File: src/rtl/multi_blinker.sv
// multi_blinker: N_CH independent LED enables sharing one prescaled time base.
// Each channel runs its own off / solid / blink / burst sequencer with
// runtime on/off lengths latched at phase entry.
// Build option: define MULTI_BLINKER_BURST_EN to enable burst mode (11) with the
// GAP state and burst counters; otherwise mode 11 behaves as blink and burst_cnt
// is ignored.
module multi_blinker #(
    parameter int unsigned N_CH       = 4,
    parameter int unsigned C_BITS     = 8,
    parameter int unsigned PRESCALE   = 50000,
    parameter int unsigned PS_BITS    = 16,
    parameter int unsigned BURST_BITS = 3,
    parameter int unsigned GAP_TICKS  = 16
) (
    input  logic                       clk,
    input  logic                       reset,
    input  logic [2*N_CH-1:0]          mode,
    input  logic [C_BITS*N_CH-1:0]     on_len,
    input  logic [C_BITS*N_CH-1:0]     off_len,
    input  logic [BURST_BITS*N_CH-1:0] burst_cnt,
    output logic [N_CH-1:0]            b_en,
    output logic [N_CH-1:0]            phase_start,
    output logic                       tick
);

    localparam logic [PS_BITS-1:0] PS_LAST = PS_BITS'(PRESCALE - 1);

`ifdef MULTI_BLINKER_BURST_EN
    // The phase counter also times the gap, so it must hold GAP_TICKS.
    localparam int unsigned GAP_W = $clog2(GAP_TICKS + 1);
    localparam int unsigned CNT_W = (C_BITS > GAP_W) ? C_BITS : GAP_W;

    typedef enum logic [2:0] {
        ST_IDLE  = 3'd0,
        ST_SOLID = 3'd1,
        ST_ON    = 3'd2,
        ST_OFF   = 3'd3,
        ST_GAP   = 3'd4
    } state_t;
`else
    localparam int unsigned CNT_W = C_BITS;

    typedef enum logic [2:0] {
        ST_IDLE  = 3'd0,
        ST_SOLID = 3'd1,
        ST_ON    = 3'd2,
        ST_OFF   = 3'd3
    } state_t;

    // Burst inputs are kept on the port list for drop-in compatibility only.
    logic unused_cfg;
    assign unused_cfg = ^{burst_cnt, 32'(GAP_TICKS)};
`endif

    // Phase length load value: a zero length behaves as one tick.
    function automatic logic [CNT_W-1:0] len_ld(input logic [C_BITS-1:0] len);
        len_ld = (len == '0) ? CNT_W'(1) : CNT_W'(len);
    endfunction

    logic [PS_BITS-1:0] ps_cnt;
    logic [PS_BITS-1:0] ps_next;

    // Prescaler next count: 0..PRESCALE-1 then wrap.
    always_comb begin
        ps_next = ps_cnt + PS_BITS'(1);
        if (ps_cnt == PS_LAST) begin
            ps_next = '0;
        end
    end

    // Prescaler register; tick is high for the cycle in which the count sits at PRESCALE-1.
    always_ff @(posedge clk or negedge reset) begin
        if (!reset) begin
            ps_cnt <= '0;
            tick   <= 1'b0;
        end else begin
            ps_cnt <= ps_next;
            tick   <= (ps_next == PS_LAST);
        end
    end

    for (genvar i = 0; i < N_CH; i++) begin : g_ch
        logic [1:0]       mode_cur;
        logic [1:0]       mode_q;
        logic             restart;
        logic             cnt_last;
        logic [CNT_W-1:0] cnt_q;
        logic [CNT_W-1:0] cnt_d;
        logic [CNT_W-1:0] on_ld;
        logic [CNT_W-1:0] off_ld;
        state_t           state_q;
        state_t           state_d;
        logic             b_en_q;
        logic             b_en_d;
        logic             pstart_q;
        logic             pstart_d;
`ifdef MULTI_BLINKER_BURST_EN
        logic [BURST_BITS-1:0] bc_q;
        logic [BURST_BITS-1:0] bc_d;
        logic [BURST_BITS-1:0] bc_ld;
        logic                  burst_mode;

        assign bc_ld = (burst_cnt[i*BURST_BITS +: BURST_BITS] == '0) ?
                       BURST_BITS'(1) : burst_cnt[i*BURST_BITS +: BURST_BITS];
        assign burst_mode = (mode_q == 2'b11);
`endif

        assign mode_cur = mode[2*i +: 2];
        assign on_ld    = len_ld(on_len[i*C_BITS +: C_BITS]);
        assign off_ld   = len_ld(off_len[i*C_BITS +: C_BITS]);
        assign restart  = (mode_cur != mode_q);
        assign cnt_last = (cnt_q == CNT_W'(1));

        // Channel state register with registered outputs.
        always_ff @(posedge clk or negedge reset) begin
            if (!reset) begin
                state_q  <= ST_IDLE;
                mode_q   <= 2'b00;
                cnt_q    <= '0;
                b_en_q   <= 1'b0;
                pstart_q <= 1'b0;
`ifdef MULTI_BLINKER_BURST_EN
                bc_q     <= '0;
`endif
            end else begin
                state_q  <= state_d;
                mode_q   <= mode_cur;
                cnt_q    <= cnt_d;
                b_en_q   <= b_en_d;
                pstart_q <= pstart_d;
`ifdef MULTI_BLINKER_BURST_EN
                bc_q     <= bc_d;
`endif
            end
        end

        // Next state: a mode change restarts the channel and overrides any tick.
        always_comb begin
            state_d = state_q;
            cnt_d   = cnt_q;
`ifdef MULTI_BLINKER_BURST_EN
            bc_d    = bc_q;
`endif
            if (restart) begin
                cnt_d = '0;
`ifdef MULTI_BLINKER_BURST_EN
                bc_d  = '0;
`endif
                case (mode_cur)
                    2'b00: state_d = ST_IDLE;
                    2'b01: state_d = ST_SOLID;
                    default: begin
                        state_d = ST_ON;
                        cnt_d   = on_ld;
`ifdef MULTI_BLINKER_BURST_EN
                        bc_d    = bc_ld;
`endif
                    end
                endcase
            end else if (tick) begin
                case (state_q)
                    ST_ON: begin
                        if (cnt_last) begin
`ifdef MULTI_BLINKER_BURST_EN
                            if (burst_mode && (bc_q == BURST_BITS'(1))) begin
                                state_d = ST_GAP;
                                cnt_d   = CNT_W'(GAP_TICKS);
                            end else begin
                                if (burst_mode) begin
                                    bc_d = bc_q - BURST_BITS'(1);
                                end
                                state_d = ST_OFF;
                                cnt_d   = off_ld;
                            end
`else
                            state_d = ST_OFF;
                            cnt_d   = off_ld;
`endif
                        end else begin
                            cnt_d = cnt_q - CNT_W'(1);
                        end
                    end
                    ST_OFF: begin
                        if (cnt_last) begin
                            state_d = ST_ON;
                            cnt_d   = on_ld;
                        end else begin
                            cnt_d = cnt_q - CNT_W'(1);
                        end
                    end
`ifdef MULTI_BLINKER_BURST_EN
                    ST_GAP: begin
                        if (cnt_last) begin
                            state_d = ST_ON;
                            cnt_d   = on_ld;
                            bc_d    = bc_ld;
                        end else begin
                            cnt_d = cnt_q - CNT_W'(1);
                        end
                    end
`endif
                    default: begin
                    end
                endcase
            end
        end

        // Output decode: enable in SOLID/ON, pulse on every entry into ON.
        always_comb begin
            b_en_d   = 1'b0;
            pstart_d = 1'b0;
            if ((state_d == ST_SOLID) || (state_d == ST_ON)) begin
                b_en_d = 1'b1;
            end
            if ((state_d == ST_ON) && (restart || (state_q != ST_ON))) begin
                pstart_d = 1'b1;
            end
        end

        assign b_en[i]        = b_en_q;
        assign phase_start[i] = pstart_q;
    end

endmodule
File: config.mk
export PLATFORM = sky130hd
export DESIGN_NAME = multi_blinker
export DESIGN_NICKNAME = d
export VERILOG_FILES = /design/src/rtl/multi_blinker.sv
export SDC_FILE = /design/constraint.sdc
export NUM_CORES = 1
export LEC_CHECK = 0
export BUFFER_PORTS_ARGS = -buffer_cell sky130_fd_sc_hd__clkbuf_2
export CAP_MARGIN = 20
export CORE_UTILIZATION = 52
export CTS_BUF_LIST = sky130_fd_sc_hd__clkbuf_8
export DETAILED_ROUTE_END_ITERATION = 10
export GPL_TIMING_DRIVEN = 0
export PLACE_DENSITY_LB_ADDON = 0.1
export SYNTH_ARGS = -nofsm -noshare
export SYNTH_HDL_FRONTEND = slang
export SYNTH_SLANG_ARGS = --single-unit
File: constraint.sdc
create_clock -name clk -period 2 [get_ports clk]
set_input_delay 0.1 -clock clk [delete_from_list [all_inputs] [get_ports clk]]
set_output_delay 0.1 -clock clk [all_outputs]
set_load 0.01 [all_outputs]
==> flow_results.org <==
** Outcome
- The flow ran to the end, and the final reports show no timing, DRC or antenna violations.

** Synth
- Primary FF master, synth :: dfrtp_1
- The biggest area contributor in the post-synthesis netlist is dfrtp_1.
- Mean cell area of the mapped netlist :: 8.51 sq um
- Synthesized area :: 5060 sq um
- After synthesis, the share of flip-flops with an asynchronous set or reset is 1.00.
- Synthesis inferred 77 register bits.
- Most area-consuming cells after synthesis :: dfrtp_1 38%, nand2_1 6.7%, mux2i_1 3.6%, a21oi_1 3.4%, xnor2_1 3.1%
- Synthesized instance count :: 595
- Post-synth top area share :: 0.381
- Yosys printed 0 warnings.
- For this run, the register share of the synthesized area comes to 0.381.
- Unique cell type count in the Yosys netlist :: 72
- When the netlist entered floorplanning its net count stood at 690.
- Number of synthesized flops with an enable pin :: 0

** STA
- Worst clock skew :: 12.7 ps
- Setup TNS :: 0 ps
- For this run, the top clock speed supported by timing is 505 MHz.
- Setup violations, final :: 0
- Share of the cycle needed by the critical path after routing :: 0.990
- Max-slew headroom at the worst pin :: 0.553
- Worst hold slack :: 13.3 ps
- Crit path time final :: 1980 ps
- At the pin with the least slew margin, the transition time is 665 ps.
- The number of hold-slack violations in the final timing report is 0.
- Setup repair after global routing could not meet its margin everywhere.
- Smallest setup slack after layout :: 20.5 ps
- Final Max Slew Viols :: 0

** Drt
- Drt drc :: 0
- Average routed wire per standard cell :: 15.2 um
- For this run, the detailed router's first-pass iteration total came to 5.
- After detailed routing, the met2 layer carries 6310 um of wire.
- Routed vias/inst :: 5.82
- Violation count after the first detailed-routing iteration :: 237
- In the detailed route, the total length drawn on met3 is 606 um.
- The detailed router put a total of 5740 um of wire on met1.
- After detailed routing, the total wire length is 13000 um.
- Signal routing reaches up to met4.
- Via Count :: 4948
- The count of nets left with antenna violations once routing finished came out at 0.

** Cells and area
- # diodes :: 0
- Layout overhead on the synthesized area :: 24.4%
- Fill cells in the final layout number 763.
- Layout net count :: 811
- Register Area :: 1930 sq um
- Layout cell share with drive strength beyond 1 :: 0.243
- The multi-input combinational cells in the finished layout cover a total of 3040 sq um.

** Die
- I/O Pins :: 95
- Die Y-Extent :: 101 um
- The die covers 10100 sq um.
- Site row count :: 35
- Horiz. Die Dim :: 101 um
- Effective utilization at floorplan :: 0.543
- The region available for standard cell placement spans 9330 sq um.

** GRT
- The total overflow left after global routing is 0.
- Overall global routing resource usage :: 0.267
- The number of antenna violations at the first check in global routing was 0.
- Number of global-route vias before repair :: 4686
- Entering global routing, the biggest net connects 66 pins.
- First-pass GRT wire length :: 21600 um

** Min path
- Hold Crit Endpoint :: g_ch[0].cnt_q[3]$_DFFE_PN0P_
- WHS Path Cells :: 3
- Worst min-delay path category :: primary input to flip-flop
- The worst hold path begins at on_len[3].

** Critical path
- Critical path data arrival time :: 2240 ps
- The worst register-to-register path has a setup slack of 20 ps.
- CP max-delay cell :: dfrtp_1
- CP max stage delay :: 420 ps
- In this run the worst path has a maximum fanout of 4.
- For the worst flop-to-flop path, the logic depth is 7.
- The worst register-to-register path begins at g_ch[2].cnt_q[1]$_DFFE_PN0P_.
- Reg2Reg Capture Point :: g_ch[2].b_en_q$_DFF_PN0_
- The critical path is of the flip-flop to flip-flop type.
- The worst setup path is captured at a flip-flop.
- For the worst setup path, the data required time is 2260 ps.
- Crit start category :: flip-flop
- Cells along the critical path :: inv_2 -> ha_4 -> or3b_4 -> nor3_4 -> xnor2_2 -> o21ai_2 -> mux2i_1

** Placement
- IO buf count :: 82
- The congestion estimate from routability-driven global placement came to 0.927.
- Prior to clock tree synthesis, the placed netlist has a worst setup slack of -320 ps.
- The HPWL after detailed placement is 9130 um.

** CTS
- The H-tree was split into 3 levels.
- Maximum root-to-sink buffer count :: 2
- For the worst-skew pair, the clock arrives at the later sink with an insertion delay of 350 ps.
- The number of clock buffers added by TritonCTS is 9.
- The cell sitting at the root of the clock tree is a clkbuf_8.
- After clock tree synthesis, the clock-pin slew on the worst setup and hold paths is 80 ps.
- TritonCTS built the clock tree.
- CTS sink cnt :: 77

** Pwr
- VDD sags by at most 0.407 mV.
- In this run the static leakage power is 2.85 nW.
- Power density over the cells :: 678 nW/um^2

** Job
- Count of max-cap constraint violations :: 0
[layout by cell type (no fill, tap or decap), drive strengths merged, types with 3 or more instances in the layout]
| cell type | n |
|---|---|
| inv | 25 |
| or4 | 5 |
| nand3b | 13 |
| nand2 | 92 |
| clkbuf | 111 |
| and3 | 4 |
| o21a | 7 |
| nor2b | 4 |
| nor4b | 3 |
| a31oi | 14 |
| and3b | 7 |
| o22ai | 13 |
| nor3 | 27 |
| a21oi | 34 |
| nor3b | 4 |
| buf | 29 |
| dfrtp | 77 |
| dlygate4sd3 | 12 |
| o211ai | 5 |
| nor2 | 42 |
| a211oi | 7 |
| a32oi | 6 |
| nor4 | 10 |
| xor2 | 12 |
| ha | 9 |
| nand2b | 5 |
| o31ai | 4 |
| or3 | 4 |
| o21ai | 25 |
| bufinv | 3 |
| a21o | 5 |
| and2 | 4 |
| nand3 | 25 |
| mux2i | 18 |
| xnor2 | 18 |
| a21boi | 3 |
[power by group]
| group | switching [W] | internal [W] | total (W) |
|---|---|---|---|
| Combinational | 0.000553 | 0.000465 | 0.00102 |
| Sequential | 0.000143 | 0.00168 | 0.00183 |
| Clock | 0.000573 | 0.000853 | 0.00143 |
| Total | 0.00127 | 0.00300 | 0.00427 |
[routing by layer]
layer  vias up  track usage
li1       2397            -
met1      2347        0.356
met2       172        0.443
met3        32       0.0388
met4         0       0.0970
met5         -            0
[kinds of logic (layout without fill, tap and decap cells)]
family / after synthesis / after routing / synth area share
XOR/XNOR: 30 / 30 / 0.0519
adder cells (fa/ha/maj): 9 / 9 / 0.0223
AO/OA/AOI/OAI: 143 / 143 / 0.186
AND/OR/NAND/NOR: 261 / 261 / 0.270
multiplexers: 20 / 20 / 0.0400
flip-flops: 77 / 77 / 0.381
buffers and inverters: 55 / 181 / 0.0497
[per-stage QoR]
stage	cells	cell area (sq um)	total power [W]	util
5_1_grt	850	6300	0.00448	0.675
3_5_place_dp	807	5660	0.00276	0.607
3_3_place_gp	806	5630	0.00273	0.604
4_1_cts	836	6090	0.00421	0.652
2_1_floorplan	595	5060	0.00243	-
6_report	850	6300	0.00427	0.675
[state kept, by name, summed over array words and instances, names as in the netlist]
register / flops
g_ch.mode_q: 8
tick: 1
g_ch.state_q: 12
g_ch.pstart_q: 4
g_ch.b_en_q: 4
ps_cnt: 16
g_ch.cnt_q: 32
[cell type report]
class	count	share of cell area
clock inverter	6	0.0163
buffer	30	0.0244
multi-input combinational	463	0.482
sequential	77	0.306
inverter	23	0.0137
timing repair buffer	112	0.109
tap	129	0.0256
clock buffer	10	0.0219
[worst max-delay path: cells and delay by family, from the launching register on]
kind / cells / cell delay [ps]
DFF: 1 / 420
and+or+nand+nor: 2 / 700
muxes: 1 / 230
xor gates and xnor gates: 1 / 110
AOI/OAI and AO/OA: 1 / 210
adders and majority gates: 1 / 120
buffers and inverters: 1 / 90
[worst max path at each step]
stage                                       from                  endpoint  slack, ps  depth (start not counted)
global placement             ps_cnt[0]$_DFF_PN0_      ps_cnt[14]$_DFF_PN0_       -220                          6
finish              g_ch[2].cnt_q[1]$_DFFE_PN0P_  g_ch[2].b_en_q$_DFF_PN0_         20                          7
detailed placement           ps_cnt[0]$_DFF_PN0_       ps_cnt[6]$_DFF_PN0_       -320                          6
floorplan                    ps_cnt[0]$_DFF_PN0_            tick$_DFF_PN0_         10                          7
global route        g_ch[2].cnt_q[1]$_DFFE_PN0P_  g_ch[2].b_en_q$_DFF_PN0_       -100                          7
CTS                 g_ch[1].cnt_q[1]$_DFFE_PN0P_  g_ch[1].b_en_q$_DFF_PN0_         20                          7
[Yosys cell counts, types with 3 or more instances]
cell,instances
nand3b_1,12
nor3_1,25
a32oi_1,6
o211ai_1,5
buf_2,3
nand2b_1,5
a21o_1,4
buf_4,9
o31ai_1,4
xor2_1,12
or4_1,4
and3_1,4
and2_1,4
or3_1,3
a21oi_1,34
o22ai_1,13
ha_1,9
inv_1,23
o21ai_0,22
xnor2_1,18
a31oi_1,14
nor2_1,39
nor2b_1,4
and3b_1,7
a21boi_0,3
o21ai_2,3
nand2_1,91
dfrtp_1,77
nor4_1,9
nor3b_1,4
a211oi_1,7
o21a_1,7
clkbuf_1,19
nand3_1,25
mux2i_1,18
[what timing repair did]
action / CTS / global route
hold buffers: 12 / 0
hold endpoints to repair: 88 / 0
endpoints found under the setup margin: 26 / 20
buffers inserted: 2 / 15
pin swaps: 1 / 14
cloned: 0 / 0
resized for setup: 13 / 28
(Power assumes the default switching activity.)
